--- config.mk ---
export PLATFORM = sky130hd
export DESIGN_NAME = maxnet_feeder
export DESIGN_NICKNAME = d
export VERILOG_FILES = /design/src/rtl/maxnet_pkg.sv /design/src/rtl/maxnet_feeder.sv
export SDC_FILE = /design/constraint.sdc
export NUM_CORES = 1
export LEC_CHECK = 0
export CAP_MARGIN = 20
export CELL_PAD_IN_SITES_DETAIL_PLACEMENT = 0
export CELL_PAD_IN_SITES_GLOBAL_PLACEMENT = 1
export CORE_MARGIN = 1
export CORE_UTILIZATION = 29
export CTS_CLUSTER_DIAMETER = 100
export DETAILED_ROUTE_END_ITERATION = 10
export GPL_TIMING_DRIVEN = 1
export PLACE_DENSITY = 0.75
export SYNTH_ARGS = -nofsm -noshare
export SYNTH_HDL_FRONTEND = slang
export SYNTH_SLANG_ARGS = --single-unit
--- constraint.sdc ---
create_clock -name clk -period 4.5 [get_ports clk]
set_input_delay 0.9 -clock clk [delete_from_list [all_inputs] [get_ports clk]]
set_output_delay 0.9 -clock clk [all_outputs]
set_load 0.01 [all_outputs]
--- src/rtl/maxnet_pkg.sv ---
// Shared definitions for the MaxNet job feeder: FSM state encoding, default
// sizes and the word-counter width helper.
package maxnet_pkg;

  localparam int DATA_W_DEF = 32;
  localparam int N_DEF      = 4;
  localparam int CNT_W_DEF  = $clog2(N_DEF);

  typedef enum logic [1:0] {
    ST_LOAD  = 2'd0,
    ST_START = 2'd1,
    ST_WAIT  = 2'd2,
    ST_OUT   = 2'd3
  } state_e;

  // Counter width that stays legal when the count range collapses to one value.
  function automatic int cnt_width(input int n);
    return (n > 1) ? $clog2(n) : 1;
  endfunction

endpackage

--- src/rtl/maxnet_feeder.sv ---
// Serial-to-parallel job feeder for a MaxNet datapath with a result handshake.
// Optional WAIT watchdog compiled in with `define MAXNET_FEEDER_WATCHDOG_EN.
module maxnet_feeder
  import maxnet_pkg::*;
#(
  parameter int DATA_W      = DATA_W_DEF,
  parameter int N           = N_DEF,
  parameter int TIMEOUT_CYC = 1023
) (
  input  logic                clk,
  input  logic                rst_n,
  input  logic [DATA_W-1:0]   in_data,
  input  logic                in_valid,
  output logic                in_ready,
  output logic [N*DATA_W-1:0] dp_a,
  output logic                dp_load,
  output logic                dp_run,
  input  logic                dp_finished,
  input  logic [DATA_W-1:0]   dp_res,
  output logic [DATA_W-1:0]   res,
  output logic                res_valid,
  input  logic                res_ready,
  output logic                timeout,
  output logic                busy
);

  localparam int CNT_W = cnt_width(N);
  localparam logic [CNT_W-1:0] CNT_LAST = CNT_W'(N - 1);

  localparam logic [1:0] LOAD  = 2'(ST_LOAD);
  localparam logic [1:0] START = 2'(ST_START);
  localparam logic [1:0] WAIT  = 2'(ST_WAIT);
  localparam logic [1:0] OUT   = 2'(ST_OUT);

  logic [1:0]        state_q;
  logic [CNT_W-1:0]  cnt_q;
  logic [DATA_W-1:0] elem_q [N];
  logic [DATA_W-1:0] res_q;
  logic              wd_expired;

  assign in_ready  = (state_q == LOAD);
  assign dp_load   = (state_q == START);
  assign dp_run    = (state_q == WAIT);
  assign res_valid = (state_q == OUT);
  assign res       = res_q;
  assign busy      = !((state_q == LOAD) && (cnt_q == '0));

  for (genvar k = 0; k < N; k++) begin : g_dp_a
    assign dp_a[k*DATA_W +: DATA_W] = elem_q[k];
  end

`ifdef MAXNET_FEEDER_WATCHDOG_EN
  localparam int WD_W = cnt_width(TIMEOUT_CYC);
  localparam logic [WD_W-1:0] WD_LAST = WD_W'(TIMEOUT_CYC - 1);

  logic [WD_W-1:0] wd_q;
  logic            timeout_q;

  assign wd_expired = (state_q == WAIT) && (wd_q == WD_LAST);
  assign timeout    = timeout_q;

  // WAIT-cycle counter: zeroed in START so each job gets the full budget.
  always_ff @(posedge clk) begin
    if (!rst_n) begin
      wd_q      <= '0;
      timeout_q <= 1'b0;
    end else begin
      if (state_q == START) begin
        wd_q <= '0;
      end else if (state_q == WAIT) begin
        wd_q <= wd_q + 1'b1;
      end
      if (state_q == WAIT) begin
        if (dp_finished) begin
          timeout_q <= 1'b0;
        end else if (wd_expired) begin
          timeout_q <= 1'b1;
        end
      end
    end
  end
`else
  logic unused_timeout_cyc;

  assign unused_timeout_cyc = (TIMEOUT_CYC != 0);
  assign wd_expired         = 1'b0;
  assign timeout            = 1'b0;
`endif

  always_ff @(posedge clk) begin
    if (!rst_n) begin
      state_q <= LOAD;
      cnt_q   <= '0;
      res_q   <= '0;
      for (int k = 0; k < N; k++) begin
        elem_q[k] <= '0;
      end
    end else begin
      case (state_q)
        LOAD: begin
          if (in_valid) begin
            elem_q[cnt_q] <= in_data;
            if (cnt_q == CNT_LAST) begin
              cnt_q   <= '0;
              state_q <= START;
            end else begin
              cnt_q <= cnt_q + 1'b1;
            end
          end
        end
        START: state_q <= WAIT;
        // A finish on the expiry cycle wins over the abort.
        WAIT: begin
          if (dp_finished) begin
            res_q   <= dp_res;
            state_q <= OUT;
          end else if (wd_expired) begin
            res_q   <= '0;
            state_q <= OUT;
          end
        end
        OUT: begin
          if (res_ready) begin
            state_q <= LOAD;
          end
        end
        default: state_q <= LOAD;
      endcase
    end
  end

endmodule

== Yosys cells after proc, flatten, opt, wreduce, memory -nomap -nowiden ==
Memories as Yosys holds them, arrays and structs flattened.
Cells that the tools add are included.

* Flip-flop bits (word level): 36
* Logic and storage cells: 35
* Input bits: 69
* RAM bits: 128
* Memories: 1

* Reduce and logical (&&, ||, !) cells: 8
* Multiplexer cells: 14
* Eq/ne operators: 8
* Add/sub/neg operators: 1

{| class="wikitable"
|+ Memory list
! name !! depth !! width !! read ports !! clocked after Yosys merged registers in !! write ports !! RTL line !! RTL
|-
| elem_q || 4 || 32 || 4 || 0 || 4 || maxnet_feeder.sv:37 || <nowiki>logic [DATA_W-1:0] elem_q [N];</nowiki>
|}

{| class="wikitable"
|+ Operator list
! kind !! count
|-
| 32-bit two-way mux || 1
|-
| 32-bit OR reduction || 1
|-
| 2-bit two-way mux || 6
|-
| 2-bit case mux with 4 select lines || 1
|-
| 2-bit == test (second input constant) || 3
|-
| 1-bit two-way mux || 6
|-
| 2-bit by 1-bit inequality test with 1-bit output (second input constant) || 3
|-
| 2-bit logical NOT || 2
|-
| 2-bit AND reduction || 2
|-
| 4-bit AND reduction || 1
|-
| 2-bit by 1-bit adder with 2-bit output (second input constant) || 1
|-
| 2-bit by 1-bit == test with 1-bit output (second input constant) || 1
|-
| 2-bit inequality test (second input constant) || 1
|-
| 1-bit logical AND || 1
|-
| 1-bit logical NOT || 1
|}

== Longest topological paths before layout ==
* Depth in word-level cells: 6
* Depth in mapped cells: 7
* Depth with buffers taken out: 5

== Worst setup path before layout ==
Ideal clock, no wire load.

* Path kind: input to register
* From: input port in_valid
* To: memory elem_q[3][0] (netlist bit) (enable)
* Path slack: 0.606 ns
* Data required time: 4.030 ns
* Stages on the path: 2
* Arrival time: 3.424 ns
* Path through: nand2_1 o31ai_1

{| class="wikitable"
|+ RTL lines
! element !! RTL line !! RTL
|-
| start, declared || maxnet_feeder.sv:13 || <nowiki>input logic in_valid,</nowiki>
|-
| end, declared || maxnet_feeder.sv:37 ||
|}

== Worst setup path after layout ==
* From: register cnt_q[1]
* To: output port busy

* Word-level cells in the longest chain between the ends: 3

{| class="wikitable"
|+ Ends and longest elaborated chain
! element !! RTL line !! RTL
|-
| start, declared || maxnet_feeder.sv:36 || <nowiki>logic [CNT_W-1:0] cnt_q;</nowiki>
|-
| start signal, assigned || maxnet_feeder.sv:107 || <nowiki>cnt_q <= cnt_q + 1'b1;</nowiki>
|-
| 2-bit logical NOT || maxnet_feeder.sv:46 || <nowiki>assign busy = !((state_q == LOAD) && (cnt_q == '0));</nowiki>
|-
| 1-bit logical AND || maxnet_feeder.sv:46 ||
|-
| 1-bit logical NOT || maxnet_feeder.sv:46 ||
|-
| end, declared || maxnet_feeder.sv:24 || <nowiki>output logic busy</nowiki>
|}

No other way between the ends.

==> impl_metrics.env <==
export IMPL_pre_cts_ws_ps=1290
export IMPL_cts_hold_repair_buffers=0
export IMPL_die_x_um=149
export IMPL_switching_share=0.243
export IMPL_slew_limit_headroom=0.338
export IMPL_layout_common_cells="233 x clkdlybuf4s50_1, 129 x and2_1, 128 x edfxtp_1"
export IMPL_place_hpwl_um=11100
export IMPL_hold_path_depth=2
export IMPL_design_die_area_mm2=0.0221
export IMPL_gr_usage_all_layers=0.149
export IMPL_pwr_share_seq=0.464
export IMPL_internal_power_mw=3.00
export IMPL_fin_skew_ps=12.2
export IMPL_clkPwrFrac=0.378
export IMPL_grt_pass1_wl_um=24300
export IMPL_clk_latency_ps=420
export IMPL_finalCriticalPeriod_ps=2890
export IMPL_setup_slack_ps=1610
export IMPL_outcome="finished clean"
export IMPL_ys_types=25
export IMPL_numCtsBuffers=17
export IMPL_antenna_found_initial=0
export IMPL_htree_levels=4
export IMPL_route_detailed_drc=0
export IMPL_crit_required_ps=3600
export IMPL_yosys_warnings=0
export IMPL_leakage_nw=3.43
export IMPL_pwr_share_comb=0.158
export IMPL_switchingPower_mw=0.960
export IMPL_num_fill_cells=1862
export IMPL_tns_ps=0
export IMPL_initial_core_util=0.296
export IMPL_synthCells=451
export IMPL_vias_per_cell=4.30
export IMPL_grt_overflow_total=0
export IMPL_rrSetupSlack_ps=2040
export IMPL_worst_slew_pin_slew_ps=994
export IMPL_final_common_cell="clkdlybuf4s50_1"
export IMPL_rsz0062_at_grt="false"
export IMPL_synth_fp_nets=526
export IMPL_clk_pin_slew_ps=70
export IMPL_port_buffers=233
export IMPL_fin_nets=761
export IMPL_ys_seq_elements=164
export IMPL_critPathMaxStageDelay_ps=580
export IMPL_ant_nets=0
export IMPL_cts_resized=0
export IMPL_drv_slew=0
export IMPL_vdd_ir_drop_max_mv=0.242
export IMPL_setup_viol=0
export IMPL_critPathMaxFanout=5
export IMPL_synth_top_cell_area_share=0.617
export IMPL_cts_tree="yes"
export IMPL_path_delay_family="buffers and inverters"
export IMPL_final_hold_violation_count=0
export IMPL_crit_path_end_kind="output pin"
export IMPL_io_pins=235
export IMPL_worstSetupPathType="flop to output pin"
export IMPL_critPathSlowestCell="clkdlybuf4s50_1"
export IMPL_yosysSeqAreaShare=0.733
export IMPL_wl_per_cell_um=16.7
export IMPL_holdPathEnd="res[29]"
export IMPL_crit_chain="inv_1 -> ha_1 -> nand2_1 -> clkdlybuf4s50_1"
export IMPL_startpoint_type="flop"
export IMPL_gp_congestion=0.750
export IMPL_synth_area_leaders="edfxtp_1 62%, and2_1 13%, dfxtp_1 12%"
export IMPL_drt_initial_drc_count=157
export IMPL_die_h_um=149
export IMPL_vias=4184
export IMPL_fmax_mhz=346
export IMPL_yosysTopAreaCell="edfxtp_1"
export IMPL_diodes=0
export IMPL_period_share=0.643
export IMPL_worst_r2r_cell_count=5
export IMPL_cts_max_path_buffers=2
export IMPL_layout_drive_gt1_share=0.0658
export IMPL_hp_start="res[29]"
export IMPL_max_cap_violations=0
export IMPL_syn_avg_cell_area_um2=13.8
export IMPL_syn_area_mm2=0.00623
export IMPL_grt_start_max_net_pins=43
export IMPL_cts_setup_buffers=0
export IMPL_r2r_start="state_q[0]"
export IMPL_grt_pass1_vias=4259
export IMPL_worstReg2RegEnd="elem_q[3][26]"
export IMPL_routed_wl_um=16200
export IMPL_hp_class="flop to flop"
export IMPL_powerDensity_mw_per_mm2=415
export IMPL_cts_root_buf="clkbuf_16"
export IMPL_cts_sinks=164
export IMPL_critPathBufInv=2
export IMPL_syn_to_final_growth_pct=53.0
export IMPL_critical_path_arrival_ps=1990
export IMPL_num_rows=53
export IMPL_power_mw=3.96
export IMPL_core_area_mm2=0.0210
export IMPL_dr_pass1_iters=4
==> worst reg2reg max path: cells and delay by family, from the launching register on <==
kind	cells	cell delay (ps)
AOI/OAI and AO/OA	1	770
buffers and inverters	2	490
DFF	1	340
and+or+nand+nor	1	200
adders and majority gates	1	330
==> synth_stat cells <==
master	number
and2_1	129
edfxtp_1	128
nand2_1	71
dfxtp_1	36
a21boi_0	33
clkbuf_1	11
clkbuf_2	9
ha_1	6
inv_1	4
buf_2	3
nand2b_1	3
nor3_2	3
mux2i_1	2
nor2b_1	2
a221oi_1	1
and3_1	1
buf_4	1
conb_1	1
inv_2	1
nand3_1	1
nand3_2	1
nor2_1	1
o21a_1	1
o31a_1	1
o31ai_1	1
==> logic make-up after synthesis <==
family / Yosys count / share of synthesized area
muxes: 2 / 0.00321
buffers and inverters: 29 / 0.0205
adders and majority gates: 6 / 0.0120
DFF: 164 / 0.733
and+or+nand+nor: 212 / 0.186
AOI/OAI and AO/OA: 37 / 0.0450
other: 1 / 0.000602
==> layer usage <==
| metal | global-route usage | vias up | share of wire |
|---|---|---|---|
| met5 | 0 | - | 0 |
| met3 | 0.0463 | 17 | 0.070 |
| met2 | 0.261 | 154 | 0.51 |
| li1 | - | 1996 | - |
| met1 | 0.172 | 2017 | 0.41 |
| met4 | 0.0443 | 0 | 0.012 |
==> power groups by stage <==
stage / sequential [mW] / clock [mW] / combinational [mW]
floorplan: 1.92 / 0 / 0.172
global placement: 1.87 / 0 / 0.617
detailed placement: 1.87 / 0 / 0.633
CTS: 1.84 / 1.53 / 0.636
global route: 1.85 / 1.59 / 0.673
finish: 1.84 / 1.49 / 0.624
==> registers in the layout (all words and copies together), names as in the netlist <==
name	cells
elem_q	128
res	32
cnt_q	2
state_q	2
==> stage by stage <==
stage | hold slack (ps) | utilization | std cells | instance area, µm²
3_5_place_dp | 459 | 0.422 | 940 | 8880
6_report | 462 | 0.454 | 974 | 9540
3_3_place_gp | 452 | 0.422 | 940 | 8880
2_1_floorplan | 468 | - | 451 | 6230
4_1_cts | 468 | 0.451 | 972 | 9480
5_1_grt | 494 | 0.454 | 974 | 9540
==> cell type report <==
class	count	area, µm²	share of cell area
multi-input cells	258	1580	0.166
well taps	275	344	0.0361
clock inverters	14	175	0.0184
repair buffers	240	2420	0.254
inverters	5	18.8	0.00197
clock buffers	18	429	0.0450
flip-flops and latches	164	4560	0.479
==> worst max-delay path by stage <==
| stage | slack [ps] | to | from | cells after the start |
|---|---|---|---|---|
| after global placement | 1430 | elem_q[3][23] | in_valid | 4 |
| after floorplan | 610 | elem_q[3][0] | in_valid | 2 |
| after global routing | 1490 | busy | cnt_q[1] | 4 |
| after CTS | 1580 | busy | cnt_q[1] | 4 |
| final | 1610 | busy | cnt_q[1] | 4 |
| after detailed placement | 1290 | elem_q[3][24] | rst_n | 4 |
(Power assumes the default switching activity.)
